### config.mk
export PLATFORM = sky130hd
export DESIGN_NAME = conv_encoder_packer_flat
export DESIGN_NICKNAME = d
export VERILOG_FILES = /design/src/rtl/conv_encoder_packer_pkg.sv /design/src/rtl/conv_encoder_packer_if.sv /design/src/rtl/conv_encoder_packer_fifo.sv /design/src/rtl/conv_encoder_packer.sv /design/src/flat_wrapper.sv
export SDC_FILE = /design/constraint.sdc
export NUM_CORES = 1
export LEC_CHECK = 0
export ABC_CLOCK_PERIOD_IN_PS = 2100
export BUFFER_PORTS_ARGS = -buffer_cell sky130_fd_sc_hd__buf_2
export CORE_MARGIN = 2
export CORE_UTILIZATION = 50
export CTS_BUF_LIST = sky130_fd_sc_hd__clkbuf_8 sky130_fd_sc_hd__clkbuf_16
export CTS_CLUSTER_DIAMETER = 30
export DETAILED_ROUTE_END_ITERATION = 10
export MAX_ROUTING_LAYER = met4
export PLACE_DENSITY_LB_ADDON = 0.15
export SYNTH_ARGS = -nofsm -noshare
export SYNTH_HDL_FRONTEND = slang
export SYNTH_SLANG_ARGS = --single-unit
### constraint.sdc
create_clock -name clk -period 2.1 [get_ports clk]
set_clock_uncertainty 0.2 [all_clocks]
set_input_delay 0 -clock clk [delete_from_list [all_inputs] [get_ports clk]]
set_output_delay 0 -clock clk [all_outputs]
set_load 0.02 [all_outputs]
### src/rtl/conv_encoder_packer_pkg.sv
`default_nettype none
// ============================================================================
// Package : vd_pkg
// Brief   : Shared widths, generator defaults, encoder state encoding and the
//           bit-pair helper for the convolutional encoder/packer.
// Rev     : 1.0  initial release
// ============================================================================
package vd_pkg;

    localparam int MSG_W  = 8;
    localparam int CODE_W = 16;

    // Octal 7 / octal 5 generators, K=3
    localparam logic [2:0] G0_DEF = 3'b111;
    localparam logic [2:0] G1_DEF = 3'b101;

    typedef enum logic [1:0] {
        IDLE   = 2'd0,
        ENCODE = 2'd1,
        HOLD   = 2'd2
    } enc_state_e;

    // Output pair for register r = {u, s1, s0}: {parity(r&g0), parity(r&g1)}
    function automatic logic [1:0] conv_pair(input logic [2:0] r,
                                             input logic [2:0] g0,
                                             input logic [2:0] g1);
        return {^(r & g0), ^(r & g1)};
    endfunction

endpackage
`default_nettype wire

### src/rtl/conv_encoder_packer_if.sv
`default_nettype none
// ============================================================================
// Interface : conv_encoder_packer_if
// Brief     : Message-in and codeword-out handshakes of the encoder/packer.
//             master = the encoder block, slave = the source/sink around it.
// Rev       : 1.0  initial release
// ============================================================================
interface conv_encoder_packer_if;
    import vd_pkg::*;

    logic [MSG_W-1:0]  msg_in;
    logic              msg_valid;
    logic              msg_ready;
    logic [CODE_W-1:0] code_out;
    logic              code_valid;
    logic              code_ready;
    logic              busy;

    modport master (
        input  msg_in, msg_valid, code_ready,
        output msg_ready, code_out, code_valid, busy
    );

    modport slave (
        output msg_in, msg_valid, code_ready,
        input  msg_ready, code_out, code_valid, busy
    );

endinterface
`default_nettype wire

### src/rtl/conv_encoder_packer_fifo.sv
`default_nettype none
// ============================================================================
// Module : enc_msg_fifo
// Brief  : Small synchronous message FIFO. full is registered from the next
//          count so the upstream ready has no combinational input path.
// Rev    : 1.0  initial release
// ============================================================================
module enc_msg_fifo #(
    parameter int WIDTH = 8,
    parameter int DEPTH = 2
) (
    input  wire logic                     clk,
    input  wire logic                     rst_n,
    input  wire logic                     push,
    input  wire logic                     pop,
    input  wire logic [WIDTH-1:0]         din,
    output logic      [WIDTH-1:0]         dout,
    output logic                          full,
    output logic                          empty,
    output logic      [$clog2(DEPTH):0]   count
);

    localparam int             AW      = $clog2(DEPTH);
    localparam logic [AW:0]    DEPTH_C = (AW+1)'(DEPTH);

    logic [WIDTH-1:0] mem_q [DEPTH];
    logic [AW-1:0]    wr_ptr_q;
    logic [AW-1:0]    rd_ptr_q;
    logic [AW:0]      count_q;
    logic [AW:0]      count_d;
    logic             full_q;
    logic             w_push;
    logic             w_pop;

    assign w_push = push & ~full_q;
    assign w_pop  = pop & (count_q != '0);

    // Occupancy after this cycle; simultaneous push and pop leave it unchanged
    always_comb begin
        count_d = count_q;
        if (w_push && !w_pop) begin
            count_d = count_q + 1'b1;
        end else if (w_pop && !w_push) begin
            count_d = count_q - 1'b1;
        end
    end

    // Pointers, count and registered full flag
    always_ff @(posedge clk or negedge rst_n) begin
        if (!rst_n) begin
            wr_ptr_q <= '0;
            rd_ptr_q <= '0;
            count_q  <= '0;
            full_q   <= 1'b0;
        end else begin
            if (w_push) wr_ptr_q <= wr_ptr_q + 1'b1;
            if (w_pop)  rd_ptr_q <= rd_ptr_q + 1'b1;
            count_q <= count_d;
            full_q  <= (count_d == DEPTH_C);
        end
    end

    // Storage array; contents are don't-care until written
    always_ff @(posedge clk) begin
        if (w_push) mem_q[wr_ptr_q] <= din;
    end

    assign dout  = mem_q[rd_ptr_q];
    assign full  = full_q;
    assign empty = (count_q == '0);
    assign count = count_q;

endmodule
`default_nettype wire

### src/rtl/conv_encoder_packer.sv
`default_nettype none
// ============================================================================
// Module : conv_encoder_packer
// Brief  : Rate-1/2 K=3 convolutional encoder. Serially encodes 8-bit
//          messages MSB first into 16-bit codewords (pair 0 in [15:14]) and
//          presents them on a valid/ready handshake.
// Rev    : 1.0  initial release
// ============================================================================
module conv_encoder_packer
    import vd_pkg::*;
#(
    parameter int         FIFO_DEPTH = 2,
    parameter logic [2:0] G0         = G0_DEF,
    parameter logic [2:0] G1         = G1_DEF
) (
    input wire logic              clk,
    input wire logic              rst_n,
    conv_encoder_packer_if.master bus
);

    localparam int         CNT_W    = $clog2(FIFO_DEPTH) + 1;
    localparam logic [2:0] LAST_BIT = 3'(MSG_W - 1);

    enc_state_e        state_q;
    logic [MSG_W-1:0]  msg_q;
    logic              s1_q;
    logic              s0_q;
    logic [2:0]        bit_cnt_q;
    logic [CODE_W-1:0] shadow_q;
    logic [CODE_W-1:0] code_q;
    logic              code_valid_q;
    logic              busy_q;

    logic              fifo_push;
    logic              fifo_pop;
    logic              fifo_full;
    logic              fifo_empty;
    logic [MSG_W-1:0]  fifo_dout;
    logic [CNT_W-1:0]  fifo_count;

    logic              w_avail;
    logic              w_u;
    logic [1:0]        w_pair;

    enc_msg_fifo #(
        .WIDTH (MSG_W),
        .DEPTH (FIFO_DEPTH)
    ) u_fifo (
        .clk   (clk),
        .rst_n (rst_n),
        .push  (fifo_push),
        .pop   (fifo_pop),
        .din   (bus.msg_in),
        .dout  (fifo_dout),
        .full  (fifo_full),
        .empty (fifo_empty),
        .count (fifo_count)
    );

    assign w_avail   = ~fifo_empty & (fifo_count != '0);
    assign fifo_push = bus.msg_valid & ~fifo_full;
    // Pop when starting from idle, or when the held codeword is taken
    assign fifo_pop  = w_avail & ((state_q == IDLE) ||
                                  ((state_q == HOLD) && bus.code_ready));

    assign w_u    = msg_q[MSG_W-1];
    assign w_pair = conv_pair({w_u, s1_q, s0_q}, G0, G1);

    // Encoder FSM with registered codeword, valid and busy outputs
    always_ff @(posedge clk or negedge rst_n) begin
        if (!rst_n) begin
            state_q      <= IDLE;
            msg_q        <= '0;
            s1_q         <= 1'b0;
            s0_q         <= 1'b0;
            bit_cnt_q    <= '0;
            shadow_q     <= '0;
            code_q       <= '0;
            code_valid_q <= 1'b0;
            busy_q       <= 1'b0;
        end else begin
            case (state_q)
                IDLE: begin
                    if (w_avail) begin
                        msg_q     <= fifo_dout;
                        s1_q      <= 1'b0;
                        s0_q      <= 1'b0;
                        bit_cnt_q <= '0;
                        busy_q    <= 1'b1;
                        state_q   <= ENCODE;
                    end
                end
                ENCODE: begin
                    msg_q     <= {msg_q[MSG_W-2:0], 1'b0};
                    s1_q      <= w_u;
                    s0_q      <= s1_q;
                    shadow_q  <= {shadow_q[CODE_W-3:0], w_pair};
                    bit_cnt_q <= bit_cnt_q + 3'd1;
                    if (bit_cnt_q == LAST_BIT) begin
                        // Publish the finished word in one step so code_out
                        // only ever changes on entry to HOLD
                        code_q       <= {shadow_q[CODE_W-3:0], w_pair};
                        code_valid_q <= 1'b1;
                        state_q      <= HOLD;
                    end
                end
                HOLD: begin
                    if (bus.code_ready) begin
                        code_valid_q <= 1'b0;
                        if (w_avail) begin
                            msg_q     <= fifo_dout;
                            s1_q      <= 1'b0;
                            s0_q      <= 1'b0;
                            bit_cnt_q <= '0;
                            state_q   <= ENCODE;
                        end else begin
                            busy_q  <= 1'b0;
                            state_q <= IDLE;
                        end
                    end
                end
                default: begin
                    code_valid_q <= 1'b0;
                    busy_q       <= 1'b0;
                    state_q      <= IDLE;
                end
            endcase
        end
    end

    assign bus.msg_ready  = ~fifo_full;
    assign bus.code_out   = code_q;
    assign bus.code_valid = code_valid_q;
    assign bus.busy       = busy_q;

endmodule
`default_nettype wire

### src/flat_wrapper.sv
// flat-port wrapper written by rule: the top's interface ports become plain ports
module conv_encoder_packer_flat import vd_pkg::*;
#(
    parameter int         FIFO_DEPTH = 2,
    parameter logic [2:0] G0         = G0_DEF,
    parameter logic [2:0] G1         = G1_DEF
)
  (clk, rst_n, bus_msg_in, bus_msg_valid, bus_code_ready, bus_msg_ready, bus_code_out, bus_code_valid, bus_busy);
  conv_encoder_packer_if bus_i ();
  input wire logic clk;
  input wire logic rst_n;
  input wire logic [$bits(bus_i.msg_in)-1:0] bus_msg_in;
  input wire logic [$bits(bus_i.msg_valid)-1:0] bus_msg_valid;
  input wire logic [$bits(bus_i.code_ready)-1:0] bus_code_ready;
  output wire logic [$bits(bus_i.msg_ready)-1:0] bus_msg_ready;
  output wire logic [$bits(bus_i.code_out)-1:0] bus_code_out;
  output wire logic [$bits(bus_i.code_valid)-1:0] bus_code_valid;
  output wire logic [$bits(bus_i.busy)-1:0] bus_busy;
  assign bus_i.msg_in = bus_msg_in;
  assign bus_i.msg_valid = bus_msg_valid;
  assign bus_i.code_ready = bus_code_ready;
  assign bus_msg_ready = bus_i.msg_ready;
  assign bus_code_out = bus_i.code_out;
  assign bus_code_valid = bus_i.code_valid;
  assign bus_busy = bus_i.busy;
  conv_encoder_packer #(.FIFO_DEPTH(FIFO_DEPTH), .G0(G0), .G1(G1)) u_core (.clk(clk), .rst_n(rst_n), .bus(bus_i));
endmodule
==> metrics.md <==
| Metric | Value |
|---|---|
| Status | finished clean |
| Hold WC Path Type | input pin to asynchronous set/reset pin |
| Fill cells | 415 |
| First-pass GRT wire length | 7.610 mm |
| Design Power | 4935 uW |
| RD Place Congestion | 0.7271 |
| Leakage power | 0.001586 uW |
| CP required | 2.12 ns |
| Starting DRT DRC Count | 98 |
| Num Clock Sinks | 68 |
| CP Cell Sequence | ha_1 > ha_1 > nand2_4 > mux2_2 |
| Vias | 1734 |
| Die Height | 77.93 microns |
| Synth Area in Adders | 0.01374 |
| CP top delay family | adder cells |
| Reg2Reg Depth | 4 |
| Multi-input logic area | 878.3 sq um |
| Largest net degree at the start of global routing | 28 |
| Post_cts resized | 0 |
| GRT Util Overall | 0.1673 |
| Post-Synth XOR/XNOR Area | 0.01603 |
| Clock slew at reported path FFs | 0.07 ns |
| VDD IR max | 0.7599 mV |
| Syn_area_per_cell | 11.83 sq um |
| H-tree Lvls | 3 |
| Worst path most repeated cell | ha_1 |
| Multiplexer area fraction after synthesis | 0.09386 |
| Power per cell area | 1506 mW/mm^2 |
| GRT Residual Overflow | 0 |
| WL final | 4.347 mm |
| Post-synthesis compound-gate area fraction | 0.07326 |
| Crit path buffers/inverters | 0 |
| Max-slew violation count | 0 |
| Mapped Cells | 231 |
| Syn_nets | 246 |
| # rows | 26 |
| Crit path kind | flip-flop to flip-flop |
| Synth cell types | 33 |
| Main combinational cell family by area after synthesis | simple AND/OR/NAND/NOR gates |
| # hold bufs at CTS | 11 |
| Via density | 4.898 |
| Critical Path Max Stage Delay | 0.39 ns |
| Slew HR | 0.6027 |
| Synth Cell Area | 0.002733 sq mm |
| Unrepaired setup endpoints after global routing | no |
| Slowest cell on crit path | dfrtp_1 |
| Final Hold Vio Count | 0 |
| CTS tree | built |
| Residual DRC count | 0 |
| Ports | 31 |
| Slew of the pin with the lowest slew margin | 0.5960 ns |
| Final WS setup | 0.3346 ns |
| Vias in the first global route | 1701 |
| R2r setup slk | 0.33 ns |
| R2r endpoint | u_core.bus.code_out[13]$_DFFE_PN0P_ |
| Synthesis-to-layout area growth | 19.87% |
| # nets final | 294 |
| Maximum clock insertion buffer count | 2 |
| Sequential area share after synthesis | 0.6520 |
| Port-buffer cells | 30 |
| Max-Cap Viols | 0 |
| Seq cells post-synth | 68 |
| CORE AREA | 0.005205 sq mm |
| Max Clk Rate | 566.4 MHz |
| Setup TNS | 0 ns |
| Initial Util | 0.5250 |
| Met2 Usage GRT | 0.2509 |
| Hpwl dp | 2.871 mm |
| Setup violations, final | 0 |
| Critical path destination | u_core.bus.code_out[13]$_DFFE_PN0P_ |
| Grt met3 use | 0.05581 |
| M1 GR Usage | 0.2058 |
| Clk root buf | clkbuf_8 |
| Crit path max fanout | 19 |
| Routed len/inst | 12.28 microns |
| Latest clock arrival within the worst-skew pair | 0.33 ns |
| Die X | 77.93 microns |
| CP arrival | 1.78 ns |
| Gr busiest metal | met2 |
| CP Launch Point | u_core.bit_cnt_q[0]$_DFFE_PN0P_ |
| CTS buffer count | 9 |
| DR pass1 iterations | 4 |
| Final min period | 1.765 ns |
| Critical path depth | 4 |
| CP startpoint kind | flip-flop |
| Final ANT Viol Nets | 0 |
| Post CTS Setup Buffer Count | 0 |
| Synth Area in Simple Gates | 0.1236 |
| Commonest non-fill, non-tap cell in the layout | nand2_1 |
| Nature of the critical path endpoint | flip-flop |
| Antenna violations before repair | 0 |
| Fraction of layout cells with a size suffix above 1 | 0.2359 |
| Ys Warns | 0 |
| Reg area | 0.001782 sq mm |
| Commonest non-fill, non-tap cells in the layout | nand2_1 (62), dfrtp_1 (52), buf_2 (30) |
| Final Cycle Share | 0.8407 |
| Die ar. | 0.006072 sq mm |
| N_diodes | 0 |
| Placement Setup Slack | 0.3355 ns |
| RR Startpoint | u_core.bit_cnt_q[0]$_DFFE_PN0P_ |
-- how the worst min path moves through the flow --
stage | end | slack [ns] | depth (start not counted)
floorplan | u_core.bit_cnt_q[0]$_DFFE_PN0P_ | -0.50 | 0
CTS | u_core.bus.code_out[11]$_DFFE_PN0P_ | 0.02 | 2
detailed placement | u_core.bus.code_out[11]$_DFFE_PN0P_ | -0.16 | 1
finish | u_core.bus.code_out[14]$_DFFE_PN0P_ | 0.01 | 2
global placement | u_core.bus.code_out[14]$_DFFE_PN0P_ | -0.16 | 1
global route | u_core.shadow_q[13]$_DFFE_PN0P_ | 0.06 | 2
-- where the power goes --
part           switching, uW  leakage [uW]  internal, uW
combinational            993      0.000678           739
clock                    448      0.000108           548
sequential               329      0.000800          1880
total                   1770       0.00159          3160
-- stage by stage --
step / std cells / instance area, sq um / hold WS (ns) / utilization
final: 354 / 3276 / 0.01203 / 0.6293
after floorplan: 231 / 2733 / -0.4956 / -
after detailed placement: 327 / 2974 / -0.1616 / 0.5714
after CTS: 354 / 3276 / 0.02220 / 0.6293
after global placement: 327 / 2974 / -0.1555 / 0.5714
after global routing: 354 / 3276 / 0.05972 / 0.6293
-- sequential cells by signal (all words and copies together), names as in the netlist, 2 cells and up --
register and cells:
u_core.bit_cnt_q 3, u_core.bus.code_out 16, u_core.msg_q 8, u_core.shadow_q 14
u_core.state_q 2, u_core.u_fifo.count 2, u_core.u_fifo.mem_q 16
-- metal layers --
layer,part of all wire,vias to the layer above
li1,-,876
met3,0.045,8
met1,0.47,810
met2,0.46,40
met5,0,-
met4,0.020,0
-- final cells by class --
cell class,count,area share
clock buffer,13,0.05462
clock inverter,3,0.003820
inverter,5,0.005730
multi-input combinational,148,0.2681
sequential,68,0.5439
tap,70,0.02674
timing repair buffer,47,0.09702
-- cells in the mapped netlist, drive strengths merged --
cell type	instances	area share
o22ai	1	0.0023
xor2	2	0.0064
nand2b	3	0.0069
dfrtp	52	0.48
nand2	63	0.089
or2b	1	0.0027
ha	3	0.014
and3	1	0.0023
nand3	1	0.0018
a21o	1	0.0027
mux2i	8	0.029
xnor2	3	0.0096
o21bai	1	0.0027
and2	1	0.0023
a21oi	12	0.023
inv	5	0.0069
clkbuf	3	0.0046
o221ai	1	0.0032
nor2	10	0.014
o31ai	1	0.0027
buf	7	0.016
mux2	14	0.065
a32oi	1	0.0032
edfxtp	16	0.18
o21ai	18	0.033
nand4	1	0.0023
nor2b	1	0.0023
-- kinds of logic after synthesis --
group	Yosys count
mux	22
buf+inv	15
flops	68
compound gates	36
xor+xnor	5
fa+ha+maj	3
simple gates	82
(Power assumes the default switching activity.)
